File: config.mk
export PLATFORM = sky130hd
export DESIGN_NAME = shift_add_sequencer
export DESIGN_NICKNAME = d
export VERILOG_FILES = /design/src/rtl/shift_mult_pkg.sv /design/src/rtl/iteration_counter.sv /design/src/rtl/shift_add_sequencer.sv
export SDC_FILE = /design/constraint.sdc
export NUM_CORES = 1
export LEC_CHECK = 0
export BUFFER_PORTS_ARGS = -buffer_cell sky130_fd_sc_hd__buf_2
export CAP_MARGIN = 20
export CORE_AREA = 3 3 40 42
export DETAILED_ROUTE_END_ITERATION = 7
export DIE_AREA = 0 0 43 45
export GPL_TIMING_DRIVEN = 1
export PLACE_DENSITY = 0.72
export SYNTH_ARGS = -nofsm -noshare
export SYNTH_HDL_FRONTEND = slang
export SYNTH_HIERARCHICAL = 1
export SYNTH_SLANG_ARGS = --single-unit
File: constraint.sdc
create_clock -name clock -period 2.4 [get_ports clock]
set_input_delay 0.48 -clock clock [delete_from_list [all_inputs] [get_ports clock]]
set_output_delay 0.48 -clock clock [all_outputs]
set_load 0.03 [all_outputs]
File: src/rtl/shift_mult_pkg.sv
// Shared types and helpers for the shift-add multiplier: sequencer states
// and the iteration-counter width rule.
package shift_mult_pkg;

    typedef enum logic [2:0] {
        IDLE    = 3'd0,
        LOAD    = 3'd1,
        EXAMINE = 3'd2,
        ADD     = 3'd3,
        SHIFT   = 3'd4,
        DONE    = 3'd5
    } seq_state_t;

    // Counter must hold the value n itself, hence n+1.
    function automatic int unsigned cw(input int unsigned n);
        return $clog2(n + 1);
    endfunction

endpackage

File: src/rtl/iteration_counter.sv
// Loadable down-counter that saturates at zero; is_one is registered
// alongside the count so the sequencer sees it glitch-free.
module iteration_counter #(
    parameter int unsigned W = 3
) (
    input  logic         clk,
    input  logic         rst_n,
    input  logic         load,
    input  logic [W-1:0] load_value,
    input  logic         dec,
    output logic [W-1:0] count,
    output logic         is_one
);

    logic [W-1:0] count_nxt;

    // Load wins over decrement; decrement never wraps below zero.
    always_comb begin
        count_nxt = count;
        if (load) begin
            count_nxt = load_value;
        end else if (dec && (count != W'(0))) begin
            count_nxt = count - W'(1);
        end
    end

    always_ff @(posedge clk or negedge rst_n) begin
        if (!rst_n) begin
            count  <= '0;
            is_one <= 1'b0;
        end else begin
            count  <= count_nxt;
            is_one <= (count_nxt == W'(1));
        end
    end

endmodule

File: src/rtl/shift_add_sequencer.sv
// Control FSM for the shift-add multiplier: clears the AQ register, then
// per multiplier bit optionally adds and always shifts, then pulses done.
module shift_add_sequencer
    import shift_mult_pkg::*;
#(
    parameter  int unsigned n  = 4,
    localparam int unsigned CW = cw(n)
) (
    input  logic          clock,
    input  logic          reset,
    input  logic          start,
    input  logic          Q0,
    output logic          clear,
    output logic          add,
    output logic          shift,
    output logic          busy,
    output logic          done,
    output logic [CW-1:0] count
);

    seq_state_t state;
    seq_state_t state_nxt;
    logic       clear_nxt;
    logic       add_nxt;
    logic       shift_nxt;
    logic       busy_nxt;
    logic       done_nxt;
    logic       cnt_load;
    logic       cnt_dec;
    logic       cnt_is_one;

    iteration_counter #(
        .W (CW)
    ) u_iteration_counter (
        .clk        (clock),
        .rst_n      (reset),
        .load       (cnt_load),
        .load_value (CW'(n)),
        .dec        (cnt_dec),
        .count      (count),
        .is_one     (cnt_is_one)
    );

    assign cnt_load = (state == LOAD);
    assign cnt_dec  = (state == SHIFT);

    // Next state; Q0 is consulted only in EXAMINE so it is a don't-care elsewhere.
    always_comb begin
        state_nxt = state;
        clear_nxt = 1'b0;
        add_nxt   = 1'b0;
        shift_nxt = 1'b0;
        busy_nxt  = 1'b0;
        done_nxt  = 1'b0;
        case (state)
            IDLE:    if (start) state_nxt = LOAD;
            LOAD:    state_nxt = EXAMINE;
            EXAMINE: state_nxt = Q0 ? ADD : SHIFT;
            ADD:     state_nxt = SHIFT;
            SHIFT:   state_nxt = cnt_is_one ? DONE : EXAMINE;
            DONE:    state_nxt = IDLE;
            default: state_nxt = IDLE;
        endcase
        // Commands are decoded from the next state and registered with it.
        clear_nxt = (state_nxt == LOAD);
        add_nxt   = (state_nxt == ADD);
        shift_nxt = (state_nxt == SHIFT);
        done_nxt  = (state_nxt == DONE);
        busy_nxt  = (state_nxt != IDLE);
    end

    always_ff @(posedge clock or negedge reset) begin
        if (!reset) begin
            state <= IDLE;
            clear <= 1'b0;
            add   <= 1'b0;
            shift <= 1'b0;
            busy  <= 1'b0;
            done  <= 1'b0;
        end else begin
            state <= state_nxt;
            clear <= clear_nxt;
            add   <= add_nxt;
            shift <= shift_nxt;
            busy  <= busy_nxt;
            done  <= done_nxt;
        end
    end

endmodule
# Word-level counts from Yosys, hierarchy flattened
# Cells that the tools add are included.
totals:
  ff_bits: 12
  input_bits: 4
  out_inout_bits: 8
  word_cells: 28
classes:
  n_addsub: 1
  eq_ne: 9
  n_mux: 6
  reduce_logical: 4
ops:
  columns: ["op", "n"]
  rows:
  - ["3-bit 2-to-1 mux", 5]
  - ["3-bit case mux with 5 select lines", 1]
  - ["3-bit by 1-bit == test with 1-bit output (second input constant)", 3]
  - ["3-bit by 2-bit == test with 1-bit output (second input constant)", 3]
  - ["3-bit == test (second input constant)", 3]
  - ["3-bit nonzero test", 2]
  - ["3-bit logical NOT", 1]
  - ["3-bit by 1-bit subtractor with 3-bit output (second input constant)", 1]
  - ["1-bit logical AND", 1]

# Logic depth before layout (Yosys ltp)
# Gate-level depths: netlist of run 1.
logic_depth:
  word_depth: 5
  depth_mapped: 7
  depth_no_buf: 6

# Hierarchy
# The synthesis of run 1 kept the hierarchy.
modules_own_cells:
  columns: ["mod", "instances", "cells_each", "area_each_um2", "seq_area_each_um2"]
  rows:
  - ["shift_add_sequencer", 1, 31, 340.3, 200.2]
  - ["iteration_counter", 1, 24, 244.0, 100.1]

# Worst setup path after synthesis of run 1
# No wires, ideal clock.
synth_timing:
  kind: "reg-to-reg"
  startpoint: "register state[0]"
  endpoint: "register u_iteration_counter.is_one"
  setup_time_ps: 111
  arrival_ps: 1535
  required_time_ps: 2289
  setup_slack_ps: 754
  path_stages_with_launch: 8
  n_path_buf: 1
  period_less_slack_ps: 1646
  path_cell_list: "dfrtp_1 or2_1 clkbuf_1 nor2_1 nand2_1 mux2i_1 o21ai_1 a2111oi_2"
synth_between:
  elab_chain_cells: 5
  elab_cells_between_ends: 6
  cone_classes: "eq/ne: 3; mux: 2; reduce/logical: 1"
synth_lines:
  columns: ["element", "line", "text"]
  rows:
  - ["from (decl)", "shift_add_sequencer.sv:21", "seq_state_t state;"]
  - ["from (signal assigned)", "shift_add_sequencer.sv:81", "state <= state_nxt;"]
  - ["3-bit == test", "shift_add_sequencer.sv:45", "assign cnt_dec = (state == SHIFT);"]
  - ["via cnt_dec", "shift_add_sequencer.sv:29", "logic cnt_dec;"]
  - ["1-bit logical AND", "iteration_counter.sv:22", "end else if (dec && (count != W'(0))) begin"]
  - ["3-bit 2-to-1 mux", "iteration_counter.sv:22", null]
  - ["3-bit 2-to-1 mux", "iteration_counter.sv:20", "if (load) begin"]
  - ["via u_iteration_counter.count_nxt[2]", "iteration_counter.sv:15", "logic [W-1:0] count_nxt;"]
  - ["3-bit by 1-bit == test with 1-bit output", "iteration_counter.sv:33", "is_one <= (count_nxt == W'(1));"]
  - ["to (signal assigned)", "iteration_counter.sv:33", null]
  - ["to (decl)", "iteration_counter.sv:12", "output logic is_one"]
# The timed path passes the listed nets, and every way through them passes these cells.

# Worst setup path in the final report of run 1
# Same ends and word-level chain as after synthesis.

==> results.py, run 1 <==
metrics = {
    "logic_synthesis": {
        "yosysTopAreaCell": "dfrtp_1",
        "yosysSeqAreaShare_pct": 51.39,
        "syn-mean-instance-area_um2": 10.62,
        "synth_unique_cells": 27,
        "postSynth.asyncResetShare_pct": 100.0,
        "synth_largest_type_area_fraction_pct": 51.39,
        "yosysMostFrequentCell": "dfrtp_1",
        "synthFlopType": "dfrtp_1",
        "synth.cell_area_um2": 584.3,
        "synth-warning-count": 6,
        "postSynthRegisterBits": 12,
        "post_synth_main_area_contributors": "dfrtp_1 51%, ha_1 4.3%, mux2i_1 3.4%, inv_1 3.2%, nor2_1 3.2%",
        "synth_enable_flop_cells": 0,
        "syn-instance-count": 55,
        "synth_top_cells_by_count": "12 x dfrtp_1, 5 x inv_1, 5 x nor2_1",
    },
    "layout": {
        "multi_input_comb_area_um2": 254.0,
        "design_area_um2": 669.4,
        "layout-drive-gt1-share_pct": 27.94,
        "antenna_cells_inserted": 0,
        "final_net_count": 76,
        "sequential_cell_area_um2": 300.3,
        "final_util_pct": 52.09,
        "area_growth_pct": 14.56,
        "num-fill-cells": 128,
    },
    "drt": {
        "firstDrtPassIters": 3,
        "met2_wl_um": 551,
        "met1_length_um": 462,
        "met3_length_um": 33,
        "route.antenna.remaining_nets": 0,
        "postRouteWirelength_um": 1056,
        "initial_drc_count": 8,
        "routed-via-count": 428,
        "route.detailed.drc": 0,
        "routed.top_layer": "met4",
        "vias_per_cell": 5.157,
        "drt-wirelength-per-cell_um": 12.72,
    },
    "clock_network": {
        "cts.sink_count": 12,
        "h-tree-depth": 1,
        "numCtsBuffers": 3,
        "clk_root_buffer_cell": "clkbuf_4",
        "cts-root-to-sink-buffers": 2,
        "quantity_of_gates_resized_following_cts": 0,
        "cts.repair_timing.setup_buffer_count": 0,
        "tritoncts_clock_tree": "done",
        "clock_latency_ps": 270,
        "cts.hold.buffers_added": 0,
        "clkSlewWorstSetupHoldPaths_ps": 70,
    },
    "power": {
        "report.power.total_w": 0.0009486,
        "power.density_nw_per_um2": 1417,
        "power.static_leakage_nw": 0.3375,
        "ir_drop_uv": 469.8,
    },
    "placement": {
        "globalplace.congestion": 0.7499,
        "dp_hpwl_um": 785.5,
        "port_buffers": 11,
        "placed_cell_area_um2": 646.9,
    },
    "critical_path": {
        "cp_slowest_stage_delay_ps": 430,
        "startpoint_type": "flop",
        "critPathKind": "reg2reg",
        "critPathSlowestCell": "dfrtp_1",
        "required_ps": 2560,
        "setup.worst_path.end_class": "flop",
        "cp.arrival_ps": 1940,
        "setup.reg_to_reg.worst_slack_ps": 620,
        "timing.critical_path.fanout_max": 6,
        "critical_path.cell_chain": "or2_1, nor2_1, nand2_1, mux2i_1, o21ai_1, a2111oi_2",
    },
    "timing": {
        "hold_viol_final": 0,
        "max_slew.worst_pin.slew_ps": 690.2,
        "rsz_0062_raised_after_global_routing": "false",
        "layout_worst_path_cycle_share_pct": 74.26,
        "relSlewSlack_pct": 53.88,
        "fmax_ghz": 0.5611,
        "worst_hold_slack_ps": 75.46,
        "finalCriticalPeriod_ps": 1782,
        "setup_viol": 0,
        "clock-skew-final_ps": 1.613,
        "timing_max_transition_violations_final": 0,
        "setup_tns_ps": 0,
    },
    "floorplan": {
        "initial_utilization_pct": 45.47,
        "fp.dieH_um": 45,
        "die_width_um": 43,
        "rows": 13,
        "ioPinCount": 12,
        "floorplan.core_area_um2": 1285,
        "design.die.area_um2": 1935,
    },
    "flow_run": {
        "drv_cap": 0,
    },
    "global_route": {
        "globalRouteOverflowTotal": 0,
        "first_global_vias": 424,
        "grt_antenna_before_repair": 0,
        "grt_pass1_wl_um": 1718,
        "maximum_number_of_pins_on_one_net_before_global_route_repair": 13,
        "grt_usage_pct": 12.25,
    },
    "run_status": {
        "outcome": "completed",
    },
    "hold_path": {
        "hold_class": "in2async",
    },
}
[power by group]
| part | internal [W] | leakage (nW) | switching (W) |
|---|---|---|---|
| sequential | 0.000283 | 0.151 | 0.0000694 |
| clock | 0.0000580 | 0.0138 | 0.0000640 |
| combinational | 0.000176 | 0.172 | 0.000298 |
[placed cells by master, fill, tap and decap left out]
| cell type | instances |
|---|---|
| o21ai_0 | 1 |
| nand2_2 | 1 |
| nand4bb_1 | 1 |
| ha_1 | 2 |
| mux2i_1 | 2 |
| nand2b_4 | 1 |
| inv_1 | 5 |
| a21oi_1 | 3 |
| dfrtp_1 | 12 |
| or2_1 | 1 |
| conb_1 | 3 |
| o21ai_1 | 1 |
| nor3b_1 | 2 |
| clkbuf_4 | 3 |
| nand3b_1 | 1 |
| nor2b_1 | 1 |
| nor4_1 | 1 |
| a2111oi_2 | 1 |
| nand2_1 | 4 |
| o22ai_1 | 1 |
| or4b_1 | 1 |
| and3_2 | 1 |
| nor2_1 | 5 |
| o31ai_2 | 1 |
| xnor2_1 | 1 |
| buf_2 | 11 |
| nand2b_1 | 1 |
[metal layers]
layer  up-vias  track usage (%)
met2         5            19.46
met1       212            14.82
met4         0            9.036
li1        209                -
met3         2            2.390
met5         -                0
[kinds of logic (layout without fill, tap and decap cells)]
kind of cell             after synthesis  in the layout  share of synthesized area (%)
AO/OA/AOI/OAI                          8              8                          10.06
multiplexers                           2              2                          3.426
other                                  2              3                          1.285
flip-flops                            12             12                          51.39
buffers and inverters                  7             19                          5.781
XOR/XNOR                               1              1                          1.499
AND/OR/NAND/NOR                       21             21                          22.27
adder cells (fa/ha/maj)                2              2                          4.282
[through the flow]
step	worst slack (ps)	cells
floorplan	754.1	56
global placement	694.5	80
detailed placement	630.5	80
CTS	615.2	83
global route	459.7	83
finish	617.8	83
[cell type report]
class	instances	share of cell area, %
multi-input combinational	37	37.94
timing repair buffer	11	8.224
sequential	12	44.86
clock buffer	3	3.364
inverter	5	2.804
tap	15	2.804
[worst max-delay path, delay by kind of cell, from the launching register on]
kind            cells  cell delay (ps)
compound gates      2              410
flops               1              430
mux                 1              160
simple gates        3              690
[flip-flops by register name, summed over array words and instances (netlist names)]
| signal | count |
|---|---|
| busy | 1 |
| add | 1 |
| clear | 1 |
| shift | 1 |
| u_iteration_counter/is_one | 1 |
| done | 1 |
| state | 3 |
| u_iteration_counter/count | 3 |
[path summary, 6_finish.rpt]
path	startpoint	to	cells past startpoint
setup / recovery	state[0]	u_iteration_counter/is_one	6
hold / removal	reset	u_iteration_counter/is_one	1
setup reg to reg	state[0]	u_iteration_counter/is_one	6
hold reg to reg	u_iteration_counter/is_one	done	2
max in group asynchronous	reset	state[2]	1
min in group clock	start	clear	2
No activity file was read; power rests on OpenSTA's default activity.
==> inputs of run 2 (changes only) <==
- ABC_AREA: unset -> 1
- PLACE_DENSITY: 0.72 -> 0.73
- clock period: 2.4 -> 1.8 ns (I/O delays scaled with it)
==> run 2 against run 1 <==
Non-clock buffer count is 1 higher. Critical endpoint unchanged. Die area stayed put. Final area is 7.9% higher. Sequential power is 25% higher. Hold slack better by 320 ps. Worst setup slack worse by 89 ps. Largest cell class unchanged. Clock skew is 1.3 ps lower. Count of clock-buffer cells in the layout is 1 higher. Final cell count is 28% higher. Critical path type unchanged. Largest power group unchanged.
==> results.py, run 2 <==
metrics = {
    "run_status": {
        "outcome": "completed",
    },
    "placement": {
        "dp_hpwl_um": 788.2,
        "port_buffers": 11,
        "placement.setup.worst_slack_ps": 532.8,
        "globalplace.congestion": 0.7549,
        "placed_cell_area_um2": 675.6,
    },
    "clock_network": {
        "h-tree-depth": 1,
        "numCtsBuffers": 3,
        "tritoncts_clock_tree": "done",
        "quantity_of_gates_resized_following_cts": 0,
        "clkSlewWorstSetupHoldPaths_ps": 70,
        "cts.repair_timing.setup_buffer_count": 0,
        "clk_root_buffer_cell": "clkbuf_4",
        "clock_latency_ps": 270,
        "cts.sink_count": 12,
        "cts-root-to-sink-buffers": 2,
    },
    "global_route": {
        "grt_usage_pct": 13.05,
        "grtUsageMet3_pct": 2.390,
        "globalRouteOverflowTotal": 0,
        "grt_antenna_before_repair": 0,
        "first_global_vias": 445,
        "globalRouteMet1Util_pct": 15.48,
        "global_route.peak_usage_layer": "met2",
        "maximum_number_of_pins_on_one_net_before_global_route_repair": 13,
        "grt_pass1_wl_um": 1794,
        "grt_util_met2_pct": 20.66,
    },
    "timing": {
        "rsz_0062_raised_after_global_routing": "false",
        "setup_viol": 0,
        "finalCriticalPeriod_ps": 1271,
        "setup_tns_ps": 0,
        "timing_max_transition_violations_final": 0,
        "timing.final.ws_setup_ps": 529.0,
        "layout_worst_path_cycle_share_pct": 70.61,
        "fmax_ghz": 0.7868,
        "hold_viol_final": 0,
        "clock-skew-final_ps": 0.3351,
    },
    "drt": {
        "postRouteWirelength_um": 957,
        "routed-via-count": 455,
        "initial_drc_count": 10,
        "firstDrtPassIters": 6,
        "drt-wirelength-per-cell_um": 9.028,
        "route.antenna.remaining_nets": 0,
        "vias_per_cell": 4.292,
        "route.detailed.drc": 0,
    },
    "critical_path": {
        "startpoint_type": "flop",
        "cp.arrival_ps": 1480,
        "rr_startpoint": "state[0]",
        "setup.worst_path.end_class": "flop",
        "timing.critical_path.fanout_max": 5,
        "worst_r2r_endpoint": "u_iteration_counter/is_one",
        "worst-r2r-cell-count": 9,
        "cp-startpoint": "state[0]",
        "required_ps": 2010,
        "critPathKind": "reg2reg",
        "setup.reg_to_reg.worst_slack_ps": 530,
        "worst_setup_path_endpoint": "u_iteration_counter/is_one",
    },
    "power": {
        "power.static_leakage_nw": 0.4702,
        "report.power.total_w": 0.001326,
        "ir_drop_uv": 652.6,
        "pwr-share-clk_pct": 16.1,
        "power_report.internal_total_w": 0.0007109,
        "total_switching_power_w": 0.0006148,
        "p_sw_share_pct": 46.38,
        "combinational_share_of_power_pct": 50.7,
        "power.sequential.fraction_pct": 33.2,
        "power.density_nw_per_um2": 1836,
    },
    "floorplan": {
        "design.die.area_um2": 1935,
        "die_width_um": 43,
        "fp.dieH_um": 45,
        "floorplan.core_area_um2": 1285,
        "initial_utilization_pct": 46.54,
        "rows": 13,
        "ioPinCount": 12,
    },
    "logic_synthesis": {
        "synth_unique_cells": 15,
        "syn-instance-count": 74,
        "yosysSeqAreaShare_pct": 50.21,
        "yosysTopAreaCell": "dfrtp_1",
        "yosysMostFrequentCell": "inv_1",
        "synth_top_cells_by_count": "18 x inv_1, 13 x nand2_1, 12 x dfrtp_1",
        "post_synth_main_area_contributors": "dfrtp_1 50%, inv_1 11%, nand2_1 8.2%, nand3_1 6.7%, ha_1 4.2%",
        "synth_largest_type_area_fraction_pct": 50.21,
        "synth-warning-count": 6,
        "postSynthRegisterBits": 12,
        "synth.cell_area_um2": 598.1,
        "synth_enable_flop_cells": 0,
        "syn-mean-instance-area_um2": 8.082,
        "synthFlopType": "dfrtp_1",
        "postSynth.asyncResetShare_pct": 100.0,
    },
    "layout": {
        "layout_top_registers": "state x3, u_iteration_counter/count x3",
        "design_area_um2": 721.9,
        "final_net_count": 98,
        "area_growth_pct": 20.71,
        "layout-drive-gt1-share_pct": 27.47,
        "sequential_cell_area_um2": 300.3,
        "num-fill-cells": 118,
        "layout.cells.most_common_list": "18 x inv_1, 13 x nand2_1, 12 x dfrtp_1",
        "antenna_cells_inserted": 0,
        "most_frequent_standard_cell_in_the_layout_excluding_fill_and_tap_cells": "inv_1",
        "multi_input_comb_area_um2": 226.5,
        "final_util_pct": 56.18,
    },
    "hold_path": {
        "hold_class": "in2reg",
    },
    "flow_run": {
        "drv_cap": 0,
    },
}
-- run 2: changes by cell type in the layout (fill, tap and decap cells not counted), moves of 3 or more --
cell     before  now
inv_1         5   18
nand2_1       4   13
nor2_2        0    3
nand3_1       0    8
-- run 2: worst max-delay path, stage by stage, from the launching register on --
cell and delay [ps]:
dfrtp_1 410, nor2_2 150, nand2_1 80, inv_1 140
nand2_2 80, nand2_1 50, nand2_1 70, nand2_1 70
nand3_2 80, nor2_2 80
-- run 2: per-stage QoR --
stage / hold slack, ps / cells
floorplan: 64.41 / 75
global route: 457.2 / 106
finish: 398.0 / 106
CTS: 398.3 / 106
global placement: 242.2 / 101
detailed placement: 251.0 / 101
-- run 2: timing repair --
item                       in CTS  in global routing
hold endpoints to repair       12                  0
setup endpoints to repair       0                  0
hold buffers                    1                  0
-- run 2: kinds of logic after synthesis --
family / count (synthesis) / synth area share [%]
AO/OA/AOI/OAI: 2 / 1.672
adder cells (fa/ha/maj): 2 / 4.183
buffers and inverters: 20 / 12.55
flip-flops: 12 / 50.21
other: 2 / 1.256
AND/OR/NAND/NOR: 36 / 30.13
-- run 2: worst min path at each step --
stage	startpoint	to	slack [ps]	cells past startpoint
6_report	start	clear	400	5
3_5_place_dp	reset	shift	250	1
3_3_place_gp	reset	done	240	1
2_1_floorplan	reset	add	60	0
4_1_cts	start	clear	400	5
5_1_grt	start	clear	460	5
-- run 2: layout make-up --
type | count | area share, %
clock buffers | 4 | 5.026
inverters | 20 | 10.40
multi-input cells | 43 | 31.37
flip-flops and latches | 12 | 41.59
well taps | 15 | 2.600
repair buffers | 12 | 9.012
-- run 2: routing by layer --
metal  routed length (um)  share of wire, %
met5                    0                 0
met4                   37               3.9
met3                   54               5.6
met2                  460                48
met1                  406                42
-- run 2: power by group through the flow --
stage	clock network [W]	registers (W)	logic (W)
floorplan	0	0.000585	0.000382
finish	0.000213	0.000441	0.000672
global route	0.000228	0.000457	0.000773
CTS	0.000218	0.000442	0.000684
detailed placement	0	0.000448	0.000679
global placement	0	0.000447	0.000659
==> inputs of run 3 (changes only) <==
- ABC_AREA: 1 -> 0
- CORE_AREA: 3 3 40 42 -> unset
- CORE_MARGIN: unset -> 3
- CORE_UTILIZATION: unset -> 45
- DIE_AREA: 0 0 43 45 -> unset
- PLACE_DENSITY: 0.73 -> 0.76
- clock period: 1.8 -> 1.05 ns (I/O delays scaled with it)
==> run 3 against run 2 <==
The run now ends with setup timing left. Non-clock buffer count is 18 higher. Power grew to 2.7 times the previous value. Routed wire length rose by 92%. Worst setup slack got worse by 1100 ps. Critical path depth shrank 2. Hold slack got worse by 170 ps. Clock power up 80%. Die area fell by 8.7%. Largest cell class is now multi-input gates.
==> results.py, run 3 (same netlist as run 1, synthesis figures left out) <==
metrics = {
    "run_status": {
        "outcome": "complete, but fails checks",
        "violations": "setup timing",
    },
    "layout": {
        "layout_top_registers": "state x3, u_iteration_counter/count x3",
        "antenna_cells_inserted": 0,
        "layout-drive-gt1-share_pct": 70.45,
        "sequential_cell_area_um2": 302.8,
        "num-fill-cells": 53,
        "post_layout_nonfiller_instances": 102,
        "most_frequent_standard_cell_in_the_layout_excluding_fill_and_tap_cells": "buf_4",
        "area_growth_pct": 74.73,
        "design_area_um2": 1021,
        "final_net_count": 95,
        "layout.cells.most_common_list": "12 x buf_4, 11 x buf_6, 10 x dfrtp_1",
        "multi_input_comb_area_um2": 389.1,
    },
    "critical_path": {
        "required_ps": 1200,
        "cp-startpoint": "u_iteration_counter/count[0]",
        "critPathKind": "reg2reg",
        "worst_setup_path_endpoint": "u_iteration_counter/is_one",
        "worst-r2r-cell-count": 7,
        "cp.arrival_ps": 1740,
        "setup.reg_to_reg.worst_slack_ps": -540,
        "startpoint_type": "flop",
        "setup.worst_path.end_class": "flop",
        "rr_startpoint": "u_iteration_counter/count[0]",
        "worst_r2r_endpoint": "u_iteration_counter/is_one",
        "timing.critical_path.fanout_max": 3,
    },
    "power": {
        "ir_drop_uv": 2237,
        "power.density_nw_per_um2": 3569,
        "power.static_leakage_nw": 0.4730,
    },
    "timing": {
        "worst_hold_slack_ps": 231.0,
        "setup_viol": 11,
        "timing_max_transition_violations_final": 0,
        "clock-skew-final_ps": 4.877,
        "finalCriticalPeriod_ps": 1591,
        "rsz_0062_raised_after_global_routing": "true",
        "fmax_ghz": 0.6286,
        "layout_worst_path_cycle_share_pct": 151.5,
        "timing.final.ws_setup_ps": -540.9,
        "hold_viol_final": 0,
    },
    "floorplan": {
        "rows": 12,
        "design.die.area_um2": 1767,
        "ioPinCount": 12,
        "initial_utilization_pct": 50.54,
        "die_width_um": 42.04,
        "fp.dieH_um": 42.04,
        "floorplan.core_area_um2": 1156,
    },
    "clock_network": {
        "clkSlewWorstSetupHoldPaths_ps": 80,
        "tritoncts_clock_tree": "done",
        "clock_latency_ps": 270,
        "h-tree-depth": 1,
        "cts.sink_count": 12,
        "clk_root_buffer_cell": "clkbuf_4",
        "cts-root-to-sink-buffers": 2,
        "numCtsBuffers": 3,
    },
    "global_route": {
        "maximum_number_of_pins_on_one_net_before_global_route_repair": 13,
        "first_global_vias": 573,
        "grt_pass1_wl_um": 2760,
        "global_route.peak_usage_layer": "met2",
        "grt_antenna_before_repair": 0,
        "globalRouteMet1Util_pct": 27.17,
        "grt_util_met2_pct": 33.33,
        "globalRouteOverflowTotal": 0,
        "grtUsageMet3_pct": 5.150,
        "grt_usage_pct": 20.43,
    },
    "drt": {
        "drt-wirelength-per-cell_um": 17.98,
        "route.detailed.drc": 0,
        "route.antenna.remaining_nets": 0,
        "initial_drc_count": 12,
        "routed-via-count": 552,
        "vias_per_cell": 5.412,
        "postRouteWirelength_um": 1834,
        "firstDrtPassIters": 4,
    },
    "placement": {
        "placed_cell_area_um2": 777.0,
        "port_buffers": 11,
        "placement.setup.worst_slack_ps": -466.4,
        "globalplace.congestion": 0.8645,
        "dp_hpwl_um": 939.8,
        "post-place-cells": 93,
    },
    "hold_path": {
        "hold_path_startpoint": "Q0",
        "hold_class": "in2reg",
    },
    "flow_run": {
        "drv_cap": 0,
    },
}
run 3: changes by cell type in the layout (fill, tap and decap cells not counted), sizes merged, moves of 2 or more:
| cell | previous run | this run |
|---|---|---|
| a21oi | 1 | 3 |
| buf | 11 | 29 |
| inv | 20 | 5 |
| mux2i | 0 | 2 |
| nand2 | 16 | 5 |
| nand2b | 0 | 2 |
| nand3 | 10 | 0 |
| nor2 | 9 | 5 |
| nor3b | 0 | 2 |
run 3: repair_timing:
action,CTS,global route
pin swaps,6,8
cloned,0,0
setup endpoints to repair,11,16
hold endpoints to repair,12,0
buffers inserted,3,5
hold buffers,1,0
resized for setup,24,21
run 3: area by class of cell:
cell class	count	area share, %
clock buffer	4	3.554
timing repair buffer	30	24.88
multi-input combinational	37	38.11
tap	14	1.716
inverter	5	2.083
sequential	12	29.66
run 3: worst max-delay path, cell delays in order, from the launching register on:
cell       delay [ps]
dfrtp_2           420
inv_4              60
buf_4             130
ha_1              190
nand2_2            80
mux2i_2           250
o21ai_2            90
a2111oi_2         250
run 3: report_power, final:
part | leakage [nW] | internal, W | switching [W]
Clock | 0.0210 | 0.000210 | 0.000173
Combinational | 0.303 | 0.00124 | 0.00120
Sequential | 0.149 | 0.000656 | 0.000157
run 3: how the worst min path moves through the flow:
stage,slack (ps),end,depth (start not counted)
2_1_floorplan,-90,add,0
3_3_place_gp,100,busy,1
3_5_place_dp,100,shift,1
4_1_cts,230,add,3
5_1_grt,240,add,3
6_report,230,add,3
run 3: stage by stage:
step / util [%] / total power (W) / setup TNS [ps]
final: 88.31 / 0.003644 / -2250
after global routing: 88.31 / 0.003810 / -2662
after CTS: 82.14 / 0.003244 / -1799
after detailed placement: 67.21 / 0.002375 / -1623
after global placement: 67.21 / 0.002334 / -1601
after floorplan: - / 0.001810 / -1345
run 3: per-layer routing:
layer / wire [um] / part of all wire (%) / vias to the layer above
li1: - / - / 247
met1: 837 / 46 / 290
met2: 913 / 50 / 11
met3: 38 / 2.1 / 4
met4: 44 / 2.4 / 0
met5: 0 / 0 / -
